[config.mk]
export PLATFORM = sky130hd
export DESIGN_NAME = pipe_hazard_ctrl
export DESIGN_NICKNAME = d
export VERILOG_FILES = /design/src/rtl/pipe_hazard_ctrl.sv
export SDC_FILE = /design/constraint.sdc
export NUM_CORES = 1
export LEC_CHECK = 0
export ABC_AREA = 0
export BUFFER_PORTS_ARGS = -buffer_cell sky130_fd_sc_hd__buf_2
export CORE_ASPECT_RATIO = 1.1
export CORE_MARGIN = 2
export CORE_UTILIZATION = 47
export DETAILED_ROUTE_END_ITERATION = 8
export PLACE_DENSITY_LB_ADDON = 0.12
export SLEW_MARGIN = 20
export SYNTH_ARGS = -nofsm -noshare
export SYNTH_HDL_FRONTEND = slang
export SYNTH_SLANG_ARGS = --single-unit
[constraint.sdc]
create_clock -name clk -period 5 [get_ports clk]
set_input_delay 0.75 -clock clk [delete_from_list [all_inputs] [get_ports clk]]
set_output_delay 0.75 -clock clk [all_outputs]
set_load 0.05 [all_outputs]
[src/rtl/pipe_hazard_ctrl.sv]
// Decode-side hazard control: operand forwarding selects, load-use stall,
// taken-branch redirect/flush, and saturating stall/flush event counters.
module pipe_hazard_ctrl #(
    parameter int CNT_W = 16
) (
    input  logic             clk,
    input  logic             clr,
    input  logic [4:0]       drs,
    input  logic [4:0]       drt,
    input  logic             duse_rs,
    input  logic             duse_rt,
    input  logic             duse_st,
    input  logic             ewreg,
    input  logic             em2reg,
    input  logic [4:0]       ern,
    input  logic             mwreg,
    input  logic             mm2reg,
    input  logic [4:0]       mrn,
    input  logic             ej,
    input  logic             ebeq,
    input  logic             ebne,
    input  logic             ezero,
    input  logic [31:0]      ebpc,
    output logic [1:0]       dadepen,
    output logic [1:0]       dbdepen,
    output logic [1:0]       dsdepen,
    output logic             wpcir,
    output logic             dbubble,
    output logic             fflush,
    output logic             redirect,
    output logic [31:0]      redirect_pc,
    output logic [CNT_W-1:0] stall_cnt,
    output logic [CNT_W-1:0] flush_cnt
);

    typedef enum logic [1:0] {
        ST_RUN    = 2'd0,
        ST_LSTALL = 2'd1,
        ST_SQUASH = 2'd2
    } state_t;

    state_t           r_state;
    state_t           w_state;
    state_t           w_state_next;
    logic [CNT_W-1:0] r_stall_cnt;
    logic [CNT_W-1:0] r_flush_cnt;

    // Operand slots: 0 = operand a (rs), 1 = operand b (rt), 2 = store data (rt).
    logic [2:0][4:0]  w_src;
    logic [2:0]       w_use;
    logic [2:0][1:0]  w_sel;
    logic [2:0]       w_lu_hit;
    logic             w_load_use;
    logic             w_btaken;

    assign w_src = {drt, drt, drs};
    assign w_use = {duse_st, duse_rt, duse_rs};

    generate
        for (genvar gi = 0; gi < 3; gi++) begin : g_operand
            logic w_ex_hit;
            logic w_mem_hit;
            assign w_ex_hit  = ewreg && !em2reg && (ern != 5'd0) && (ern == w_src[gi]);
            assign w_mem_hit = mwreg && (mrn != 5'd0) && (mrn == w_src[gi]);
            // Memory-stage loads select the load data path (11), ALU results 10.
            assign w_sel[gi] = !w_use[gi] ? 2'b00 :
                               w_ex_hit   ? 2'b01 :
                               w_mem_hit  ? {1'b1, mm2reg} : 2'b00;
            assign w_lu_hit[gi] = w_use[gi] && ewreg && em2reg &&
                                  (ern != 5'd0) && (ern == w_src[gi]);
        end
    endgenerate

    assign w_load_use = |w_lu_hit;
    assign w_btaken   = ej | (ebeq & ezero) | (ebne & ~ezero);

    assign dadepen = w_sel[0];
    assign dbdepen = w_sel[1];
    assign dsdepen = w_sel[2];

    // A taken branch squashes decode, so it overrides any load-use stall.
    assign redirect    = w_btaken;
    assign redirect_pc = w_btaken ? ebpc : 32'h0;
    assign fflush      = w_btaken;
    assign dbubble     = w_btaken | w_load_use;
    assign wpcir       = w_btaken | ~w_load_use;

    assign w_state = clr ? ST_RUN : r_state;

    always_comb begin
        w_state_next = ST_RUN;
        case (w_state)
            ST_RUN, ST_LSTALL, ST_SQUASH: begin
                if (w_btaken)        w_state_next = ST_SQUASH;
                else if (w_load_use) w_state_next = ST_LSTALL;
                else                 w_state_next = ST_RUN;
            end
            default: w_state_next = ST_RUN;
        endcase
    end

    always_ff @(posedge clk) begin
        if (clr) begin
            r_state     <= ST_RUN;
            r_stall_cnt <= '0;
            r_flush_cnt <= '0;
        end else begin
            r_state <= w_state_next;
            if (w_btaken) begin
                if (r_flush_cnt != '1) r_flush_cnt <= r_flush_cnt + 1'b1;
            end else if (w_load_use) begin
                if (r_stall_cnt != '1) r_stall_cnt <= r_stall_cnt + 1'b1;
            end
        end
    end

    assign stall_cnt = r_stall_cnt;
    assign flush_cnt = r_flush_cnt;

endmodule

== Yosys cells after proc, flatten, opt, wreduce, memory -nomap -nowiden ==
Index checks and enable logic that the tools add are counted.
Storage, ports and cells
  flip-flop bits (word level): 32
  output and inout bits: 74
Operators by class
  equal/unequal tests: 6
  bitwise operators: 9
  reduce and logical (&&, ||, !) cells: 25
  $add $sub $neg: 2
  multiplexer cells: 8
Operator list (number)
  $add 16x1->16 const B: 2
  $mux 32: 1
  $ne 16x16->1 const B: 2
  $eq 5x5->1: 4
  $logic_and 1x1->1: 19
  $mux 2: 7
  $reduce_bool 5->1: 2
  $or 1x1->1: 4
  $not 1->1: 3
  $reduce_and 3->1: 1
  $reduce_or 3->1: 1
  $and 1x1->1: 2
  $reduce_and 2->1: 1
  $logic_not 1->1: 1

== Longest topological paths before layout ==
Gate-level depths: netlist of run 1.
  word-level depth: 7
  depth in mapped cells: 8

== Worst setup path before layout of run 1 ==
No wires, ideal clock.
  path kind: input to output
  start: input port ern[1]
  end: output port dbubble
  data arrival time: 2876 ps
  required time: 4250 ps
  slack: 1374 ps
  stages: 7
  cells stage by stage: xnor2_1 > o211ai_1 > o2bb2a_1 > buf_2 > buf_2 > buf_2 > o21ai_0
On the way
  longest elaborated chain between the ends: 5
RTL lines
  start, declared: RTL line 15  | input logic [4:0] ern,
  $reduce_bool 5->1: RTL line 70  | (ern != 5'd0) && (ern == w_src[gi]);
  $logic_and 1x1->1: RTL line 69  | assign w_lu_hit[gi] = w_use[gi] && ewreg && em2reg &&
  $logic_and 1x1->1: RTL line 70
  $reduce_or 3->1 *: RTL line 74  | assign w_load_use = |w_lu_hit;
  $or 1x1->1 *: RTL line 85  | assign dbubble = w_btaken | w_load_use;
  end, declared: RTL line 28  | output logic dbubble,
Every way passes the cells marked *; elsewhere a longest branch is shown, timed or not.

== Worst setup path in the final report of run 1 ==
  start: input port ern[0]
  end: output port wpcir
On the way
  longest elaborated chain between the ends: 6
RTL lines
  $reduce_bool 5->1: RTL line 70
  $logic_and 1x1->1: RTL line 69
  $logic_and 1x1->1: RTL line 70
  $reduce_or 3->1 *: RTL line 74
  $not 1->1 *: RTL line 86  | assign wpcir = w_btaken | ~w_load_use;
  $or 1x1->1 *: RTL line 86
  end, declared: RTL line 27  | output logic wpcir,
Marked as above.

==> results of run 1 <==
[where the power goes]
group          internal (mW)  switching (mW)  leakage (nW)
clock network          0.148          0.0989        0.0552
logic                 0.0617           0.142          1.09
registers              0.258         0.00314         0.258
total                  0.467           0.244          1.40
[sequential cells by signal (all words and copies together), names as in the netlist]
signal	flops
flush_cnt	16
stall_cnt	16
[layout make-up]
cell class | count | area, µm²
clock inverters | 2 | 35.03
repair buffers | 138 | 690.7
well taps | 56 | 70.07
multi-input cells | 240 | 1589
flip-flops and latches | 32 | 640.6
clock buffers | 6 | 72.57
fillers | 448 | 1564
inverters | 6 | 22.52
[placed cells by master, fill, tap and decap left out, types with 8 or more instances in the layout]
master	n
nand2_1	13
nand4_1	10
a21oi_1	15
nor2_1	25
nand3_1	13
xnor2_1	19
xor2_1	11
and2_1	38
o21ai_0	8
or4_1	8
buf_2	138
dfxtp_1	32
nor3_1	11
nor2b_1	8
[kinds of logic (layout without fill, tap and decap cells)]
logic type                 count (synthesis)  after routing
and+or+nand+nor                          151            151
AOI/OAI and AO/OA                         47             47
DFF                                       32             32
xor gates and xnor gates                  30             30
buffers and inverters                     21            152
muxes                                     10             10
adders and majority gates                  2              2
[path summary, 6_finish.rpt]
| path | startpoint | end | slack [ns] | cells past startpoint |
|---|---|---|---|---|
| hold reg to reg | stall_cnt[9]$_SDFFE_PP0P_ | stall_cnt[9]$_SDFFE_PP0P_ | 0.50 | 2 |
| hold / removal | stall_cnt[9]$_SDFFE_PP0P_ | stall_cnt[9]$_SDFFE_PP0P_ | 0.50 | 2 |
| setup / recovery | ern[0] | wpcir | 1.72 | 7 |
| setup reg to reg | flush_cnt[0]$_SDFFE_PP0P_ | flush_cnt[15]$_SDFFE_PP0P_ | 2.74 | 6 |
[layer usage]
metal,GRT usage [%],share of wire [%],up-vias
li1,-,-,1314
met1,30.47,43,1182
met2,40.47,49,77
met3,5.325,6.1,11
met4,7.736,1.6,0
met5,0,0,-
[worst min-delay path, cell delays in order (launching register included)]
cell and delay, ns:
dfxtp_1 0.33, o31ai_1 0.07, a21oi_1 0.06
[stage by stage]
stage	std cells	util, %	worst slack, ns
6_report	480	66.61	1.715
5_1_grt	480	66.61	1.555
4_1_cts	480	66.61	1.753
3_5_place_dp	472	64.32	1.747
3_3_place_gp	472	64.32	1.806
2_1_floorplan	293	-	1.374
==> run summary, run 1 <==
Synth Area in Simple Gates = 37.60%
Fmax achieved = 304.4 MHz
Top Ports = 139
CP required = 4.25 ns
CP Launch Type = input pin
CTS max path bufs = 2
WHS = 0.5034 ns
Die Y = 77.63 µm
dominant synthesized flop cell = dfxtp_1
IO Port Bufs = 138
synthesis-stage register bit count = 32
Starting Density = 49.44%
global-route wire length before repair = 11010 µm
DR vias = 2584
CTS buffer count = 5
core footprint = 0.004684 mm²
CP Max Fanout = 28
Synth Area in XOR/XNOR = 11.35%
Iteration-0 DRC Markers = 137
most used cell, CP = buf_2
vias in the first global route = 2390
synth top area cells = dfxtp_1 (28%), and2_1 (10%), xnor2_1 (7.2%), xor2_1 (4.2%), nor2_1 (4.1%)
slowest cell delay on critical path = 0.78 ns
Final min period = 3.285 ns
sequential-to-total area share from yosys stat = 27.66%
buffers plus inverters on the worst setup path = 2
Design Area, Final = 0.003120 mm²
ys async rst share = 0%
RSZ-0062 raised after global routing = no
ANT nets after route = 0
Post-CTS Setup Inserts = 0
Synth Area in Adders = 1.080%
post-route setup TNS = 0 ns
status = finished clean
Final Skew = 0.006775 ns
Final GP Congestion = 0.9758
H-tree depth = 2
main combinational cell family by area after synthesis = simple AND/OR/NAND/NOR gates
clock root cell = clkbuf_8
Hold Path Class = reg2reg
CTS tree = done
initial antenna violation count = 0
CTS resizes = 0
mux cell area share after synthesis = 4.916%
max-slew violations = 0
crit-path cells = buf_2 > xor2_1 > nor3b_1 > o2bb2a_1 > nor2_1 > nand2_1 > buf_2
placed inst area = 0.003013 mm²
n_diodes = 0
clk sinks = 32
first drt pass iteration count = 4
CP Capture Type = output pin
share of layout cells above drive strength 1 = 37.50%
DP HPWL = 5102 µm
Post-Route WL = 6730 µm
all-layer global routing usage = 24.10%
area growth from synthesis to layout = 34.74%
cells after synthesis = 293
Worst Tran Pin Value = 0.8339 ns
Mean Syn Cell Area = 7.904 µm²
final-stage net count = 490
CP delay by family, top = compound AO/OA/AOI/OAI gates
leakage = 1.403 nW
pin count of the biggest net entering global routing = 40
share of the synthesized area in the top cell type = 27.66%
top post-synthesis cells by count = and2_1 (38), dfxtp_1 (32), nor2_1 (25)
kind of critical path = in2out
DR WL/cell = 14.02 µm
synth unique cells = 46
Overflow after GRT = 0
die width = 70.93 µm
Power Total = 711.0 µW
Row Count = 26
via/cell ratio = 5.383
# DRC = 0
max_cap viols = 0
most frequent cell after synthesis = and2_1
Rel. slew slack = 43.98%
VDD IR max = 0.0001422 V
final-report hold violation count = 0
Post-Syn Area = 0.002316 mm²
critical path arrival = 2.53 ns
syn nets = 360
PD cells = 227.8 mW/mm²
Yosys warning count = 0
hold-fix buffers at CTS = 0
CP max stage cell = o2bb2a_1
Synth area leader = dfxtp_1
Post-synth EDFFs = 0
die area = 0.005506 mm²
worst-skew pair later-pin latency = 0.29 ns
Reg clk slew, reported paths = 0.07 ns
fin crit share = 65.70%
final setup fails = 0
complex-gate fraction of the synthesized area = 13.67%
Power figures use the tool's default switching activity.
==> inputs of run 2 (changes only) <==
Settings changed: CORE_UTILIZATION 47 to 44.
Clock period 5 ns to 3.2 ns, I/O delays scaled along.
==> run 2 against run 1 <==
  * Setup slack got worse by 1.1 ns
  * Clock skew fell by 0.0020 ns
  * Sequential cell count did not move
  * Core utilization fell by 4.3 points
  * Sequential power rose by 56%
  * Final area rose by 0.56%
  * Largest cell class unchanged
  * First-iteration DRC count rose by 31%
  * Sequential share of layout area fell by 0.11 points
  * Via count fell by 0.77%
  * Count of clock-buffer cells in the layout did not move
  * Largest power group unchanged
  * Die area rose by 6.4%
==> run summary, run 2 (same netlist as run 1, synthesis figures left out) <==
M1 WL = 3022 µm (+4.5%)
Starting Density = 46.01% (-3.4 points)
CTS buffer count = 5 (unchanged)
Post-Route WL = 6728 µm (about the same)
Power Total = 1.106 mW (+56%)
H-tree depth = 2 (unchanged)
internal power = 730.3 µW (+56%)
worst-skew pair later-pin latency = 0.28 ns (about the same)
IO Port Bufs = 138 (unchanged)
CP Capture Type = output pin
Hold Path Depth = 2 (unchanged)
post-route setup TNS = 0 ns (unchanged)
leakage = 1.413 nW (+0.69%)
DR vias = 2564 (-0.77%)
final setup fails = 0 (unchanged)
status = finished clean
initial antenna violation count = 0 (unchanged)
Hold EP = stall_cnt[9]$_SDFFE_PP0P_
share of layout cells above drive strength 1 = 37.79% (+0.29 points)
clock root cell = clkbuf_8
DR WL/cell = 13.90 µm (-0.86%)
worst r2r dst = flush_cnt[15]$_SDFFE_PP0P_
pin count of the biggest net entering global routing = 40 (unchanged)
final-report hold violation count = 0 (unchanged)
FF-to-FF setup slack = 1.11 ns (-1.63 ns)
Logic pwr share = 29.0% (+0.4 points)
ANT nets after route = 0 (unchanged)
area growth from synthesis to layout = 35.49%
Final GP Congestion = 0.8706 (-11%)
NetSw = 375.8 µW (+54%)
Flop pwr share = 36.8% (about the same)
Design Area, Final = 0.003138 mm² (+0.56%)
vias in the first global route = 2173 (-9.1%)
all-layer global routing usage = 21.66% (-2.4 points)
CTS max path bufs = 2 (unchanged)
max layer used = met4
via/cell ratio = 5.298 (-1.6%)
first drt pass iteration count = 4 (unchanged)
RSZ-0062 raised after global routing = no
Clock power frac = 34.2% (-0.5 points)
Final min period = 2.593 ns
# DRC = 0 (unchanged)
worst-case reg-to-reg path depth = 5 (-1)
kind of critical path = in2out
Die Y = 80.09 µm (+3.2%)
global-route wire length before repair = 9977 µm (-9.4%)
Net Sw Frac = 33.97% (-0.33 points)
fin crit share = 81.03%
Iteration-0 DRC Markers = 179 (+31%)
Post-CTS Setup Inserts = 0 (unchanged)
Rel. slew slack = 54.51% (+11 points)
Fmax achieved = 385.7 MHz
CTS tree = done
met3 routed WL = 430 µm (+5.4%)
Hold Path Class = reg2reg
PD cells = 352.5 mW/mm² (+55%)
Reg-to-Reg Start = flush_cnt[6]$_SDFFE_PP0P_
hold-fix buffers at CTS = 0 (unchanged)
CP Launch Type = input pin
max_cap viols = 0 (unchanged)
CP required = 2.72 ns (-1.53 ns)
Worst Tran Pin Value = 0.6799 ns (-0.1540 ns)
Row Count = 27 (+3.8%)
critical path arrival = 2.11 ns (-0.42 ns)
CP Max Fanout = 3 (-89%)
most frequent cells in the layout = buf_2 (138), and2_1 (38), dfxtp_1 (32), nor2_1 (25), xnor2_1 (19)
die area = 0.005861 mm² (+6.4%)
most common cell after layout, fill and taps aside = buf_2
n_diodes = 0 (unchanged)
final-stage net count = 492 (+0.41%)
Top Ports = 139 (unchanged)
CTS resizes = 0 (unchanged)
max-slew violations = 0 (unchanged)
Overflow after GRT = 0 (unchanged)
core footprint = 0.005034 mm² (+7.5%)
hold_sp = stall_cnt[9]$_SDFFE_PP0P_
DP HPWL = 5232 µm (+2.6%)
Reg clk slew, reported paths = 0.06 ns (about the same)
placed inst area = 0.003030 mm² (+0.58%)
VDD IR max = 0.0002171 V (+53%)
Final Skew = 0.004795 ns (-0.001980 ns)
clk sinks = 32 (unchanged)
met2 wire len = 3225 µm (-2.9%)
die width = 73.18 µm (+3.2%)
-- run 2: cell count changes in the layout (fill, tap and decap cells not counted), sizes merged --
cell / previous run / this run
buf: 138 / 140
-- run 2: routing by layer --
metal / track usage, % / up-vias
met5: 0 / -
met1: 28.80 / 1159
met4: 6.296 / 0
li1: - / 1318
met3: 4.768 / 6
met2: 34.77 / 81
-- run 2: layout make-up --
class / count / area (µm²)
clock buffer: 6 / 72.57
clock inverter: 2 / 35.03
fill: 485 / 1896
inverter: 6 / 22.52
multi-input combinational: 240 / 1589
sequential: 32 / 640.6
tap: 58 / 72.57
timing repair buffer: 140 / 705.7
-- run 2: critical path, cell delays in order --
cell and delay (ns):
buf_2 0.12, or4_1 0.51, o21ai_0 0.32, nor4_1 0.13, a21o_1 0.20, and2_1 0.15, buf_2 0.20
-- run 2: power by group through the flow --
stage	sequential, mW	combinational [mW]	clock, mW
floorplan	0.431	0.207	0
global placement	0.416	0.319	0
detailed placement	0.416	0.320	0
CTS	0.407	0.321	0.390
global route	0.408	0.340	0.410
finish	0.407	0.321	0.378
-- run 2: worst max path at each step --
stage,from,endpoint,slack (ns)
detailed placement,ern[0],dadepen[1],0.61
floorplan,ern[1],dbubble,0.11
CTS,ern[0],dadepen[1],0.60
finish,mrn[1],dsdepen[0],0.61
global placement,ern[0],dadepen[1],0.64
global route,mrn[1],dsdepen[0],0.54
-- run 2: per-stage QoR --
step	setup slack [ns]	utilization, %	std cells	hold slack [ns]
floorplan	0.1139	-	293	0.7120
global placement	0.6434	60.20	476	0.4724
detailed placement	0.6071	60.20	476	0.4940
CTS	0.6027	62.34	484	0.5027
global route	0.5369	62.34	484	0.5409
finish	0.6071	62.34	484	0.4943
==> inputs of run 3 (changes only) <==
Settings changed: CORE_UTILIZATION 44 to 40.
Clock period 3.2 ns to 2.1 ns, I/O delays scaled along.
==> run 3 against run 2 <==
  * Power rose by 43%
  * Global-route usage fell by 1.6 points
  * Critical path depth did not move
  * Final area rose by 6.5%
  * Register-to-register slack got worse by 0.89 ns
  * First-iteration DRC count fell by 44%
  * Critical endpoint unchanged
  * Largest power group unchanged
  * Highest routed layer unchanged
==> run summary, run 3 (same netlist as run 1, synthesis figures left out) <==
status = finished clean
clock root cell = clkbuf_8
Placed Instances = 512 (+7.6%)
CP Launch Type = input pin
die width = 76.55 µm (+4.6%)
final setup fails = 0 (unchanged)
core footprint = 0.005697 mm² (+13%)
PD cells = 474.9 mW/mm² (+35%)
CTS buffer count = 5 (unchanged)
via/cell ratio = 4.996 (-5.7%)
leakage = 1.503 nW (+6.4%)
hold-fix buffers at CTS = 0 (unchanged)
Final min period = 2.063 ns
Final Skew = 0.004696 ns (-0.00009820 ns)
first drt pass iteration count = 4 (unchanged)
share of layout cells above drive strength 1 = 43.89% (+6.1 points)
all-layer global routing usage = 20.10% (-1.6 points)
DR WL/cell = 12.86 µm (-7.5%)
Top Ports = 139 (unchanged)
Setup Slack @ Placement = -0.06380 ns (-0.6709 ns)
most frequent cells in the layout = buf_2 (134), and2_1 (38), nor2_1 (25), dfxtp_1 (24), buf_4 (20)
ANT nets after route = 0 (unchanged)
Post-Route WL = 6675 µm (-0.79%)
Rel. slew slack = 64.58% (+10 points)
fin crit share = 98.24%
vias in the first global route = 2376 (+9.3%)
critical path arrival = 1.75 ns (-0.36 ns)
CTS tree = done
pin count of the biggest net entering global routing = 35 (-13%)
area growth from synthesis to layout = 44.25%
# DRC = 0 (unchanged)
initial antenna violation count = 0 (unchanged)
Die Y = 83.81 µm (+4.6%)
Final GP Congestion = 0.8624 (-0.94%)
NetSw = 580.0 µW (+54%)
internal power = 1.007 mW (+38%)
max_cap viols = 0 (unchanged)
IO Port Bufs = 138 (unchanged)
Overflow after GRT = 0 (unchanged)
n_diodes = 0 (unchanged)
Fmax achieved = 484.7 MHz
Non-Filler Instances = 519 (+7.2%)
Worst Tran Pin Value = 0.5313 ns (-0.1485 ns)
most common cell after layout, fill and taps aside = buf_2
Reg clk slew, reported paths = 0.07 ns (about the same)
Starting Density = 40.65% (-5.4 points)
DP HPWL = 5263 µm (+0.59%)
Clock power frac = 28.7% (-5.5 points)
Iteration-0 DRC Markers = 100 (-44%)
CTS max path bufs = 2 (unchanged)
kind of critical path = in2out
global-route wire length before repair = 10750 µm (+7.7%)
clk sinks = 32 (unchanged)
CP Capture Type = output pin
Flop pwr share = 39.2% (+2.4 points)
final-stage net count = 509 (+3.5%)
placed inst area = 0.003218 mm² (+6.2%)
worst-skew pair later-pin latency = 0.28 ns (about the same)
Hold Path Class = reg2reg
Design Area, Final = 0.003341 mm² (+6.5%)
final-report hold violation count = 0 (unchanged)
RSZ-0062 raised after global routing = yes
H-tree depth = 2 (unchanged)
Logic pwr share = 32.2% (+3.2 points)
DR vias = 2593 (+1.1%)
Net Sw Frac = 36.56% (+2.6 points)
worst setup margin = 0.03687 ns (-0.5702 ns)
VDD IR max = 0.0003062 V (+41%)
Row Count = 29 (+7.4%)
CP Max Fanout = 3 (unchanged)
die area = 0.006415 mm² (+9.5%)
Post-CTS Setup Inserts = 0 (unchanged)
max-slew violations = 0 (unchanged)
CP required = 1.78 ns (-0.94 ns)
-- run 3: power by group through the flow --
stage               Sequential (mW)  Combinational [mW]  Clock, mW
floorplan                     0.658               0.316          0
global placement              0.634               0.500          0
detailed placement            0.635               0.504          0
CTS                           0.621               0.507      0.465
global route                  0.622               0.543      0.493
finish                        0.621               0.511      0.455
-- run 3: final cells by class --
class                           instances  area [µm²]
Fill cell                             558        2356
Inverter                                6       22.52
Clock inverter                          1       5.005
Sequential cell                        32       650.6
Timing Repair Buffer                  157       859.6
Clock buffer                            6       72.57
Multi-Input combinational cell        240        1634
Tap cell                               77       96.34
-- run 3: worst max-delay path, stage by stage --
cell and delay (ns):
buf_2 0.13, or4_4 0.54, o21ai_2 0.16, nor3_1 0.09
a21o_1 0.16, and2_1 0.15, buf_2 0.20
-- run 3: stage by stage --
step	utilization [%]	power [mW]	setup TNS [ns]	hold WS [ns]
2_1_floorplan	-	0.9738	-0.05073	0.5555
3_3_place_gp	56.49	1.134	-0.04747	0.4671
3_5_place_dp	56.49	1.138	-0.2386	0.4782
4_1_cts	57.92	1.593	-0.002841	0.4877
5_1_grt	58.64	1.659	-0.03310	0.5074
6_report	58.64	1.587	0	0.4830
-- run 3: path summary, 6_finish.rpt --
kind | slack [ns] | from | end | cells after the start
min | 0.48 | stall_cnt[9]$_SDFFE_PP0P_ | stall_cnt[9]$_SDFFE_PP0P_ | 2
min reg2reg | 0.48 | stall_cnt[9]$_SDFFE_PP0P_ | stall_cnt[9]$_SDFFE_PP0P_ | 2
max reg2reg | 0.22 | stall_cnt[6]$_SDFFE_PP0P_ | stall_cnt[14]$_SDFFE_PP0P_ | 5
max | 0.04 | ern[0] | dsdepen[0] | 7
-- run 3: metal layers --
layer  GRT usage (%)  vias up  wire, µm
li1                -     1344         -
met1           25.82     1185      3053
met2           34.19       56      3264
met3           4.221        8       285
met4           5.289        0        72
met5               0        -         0
-- run 3: repair_timing --
item / CTS / global route
gates cloned: 0 / 0
resized for setup: 3 / 13
endpoints found under the setup margin: 5 / 7
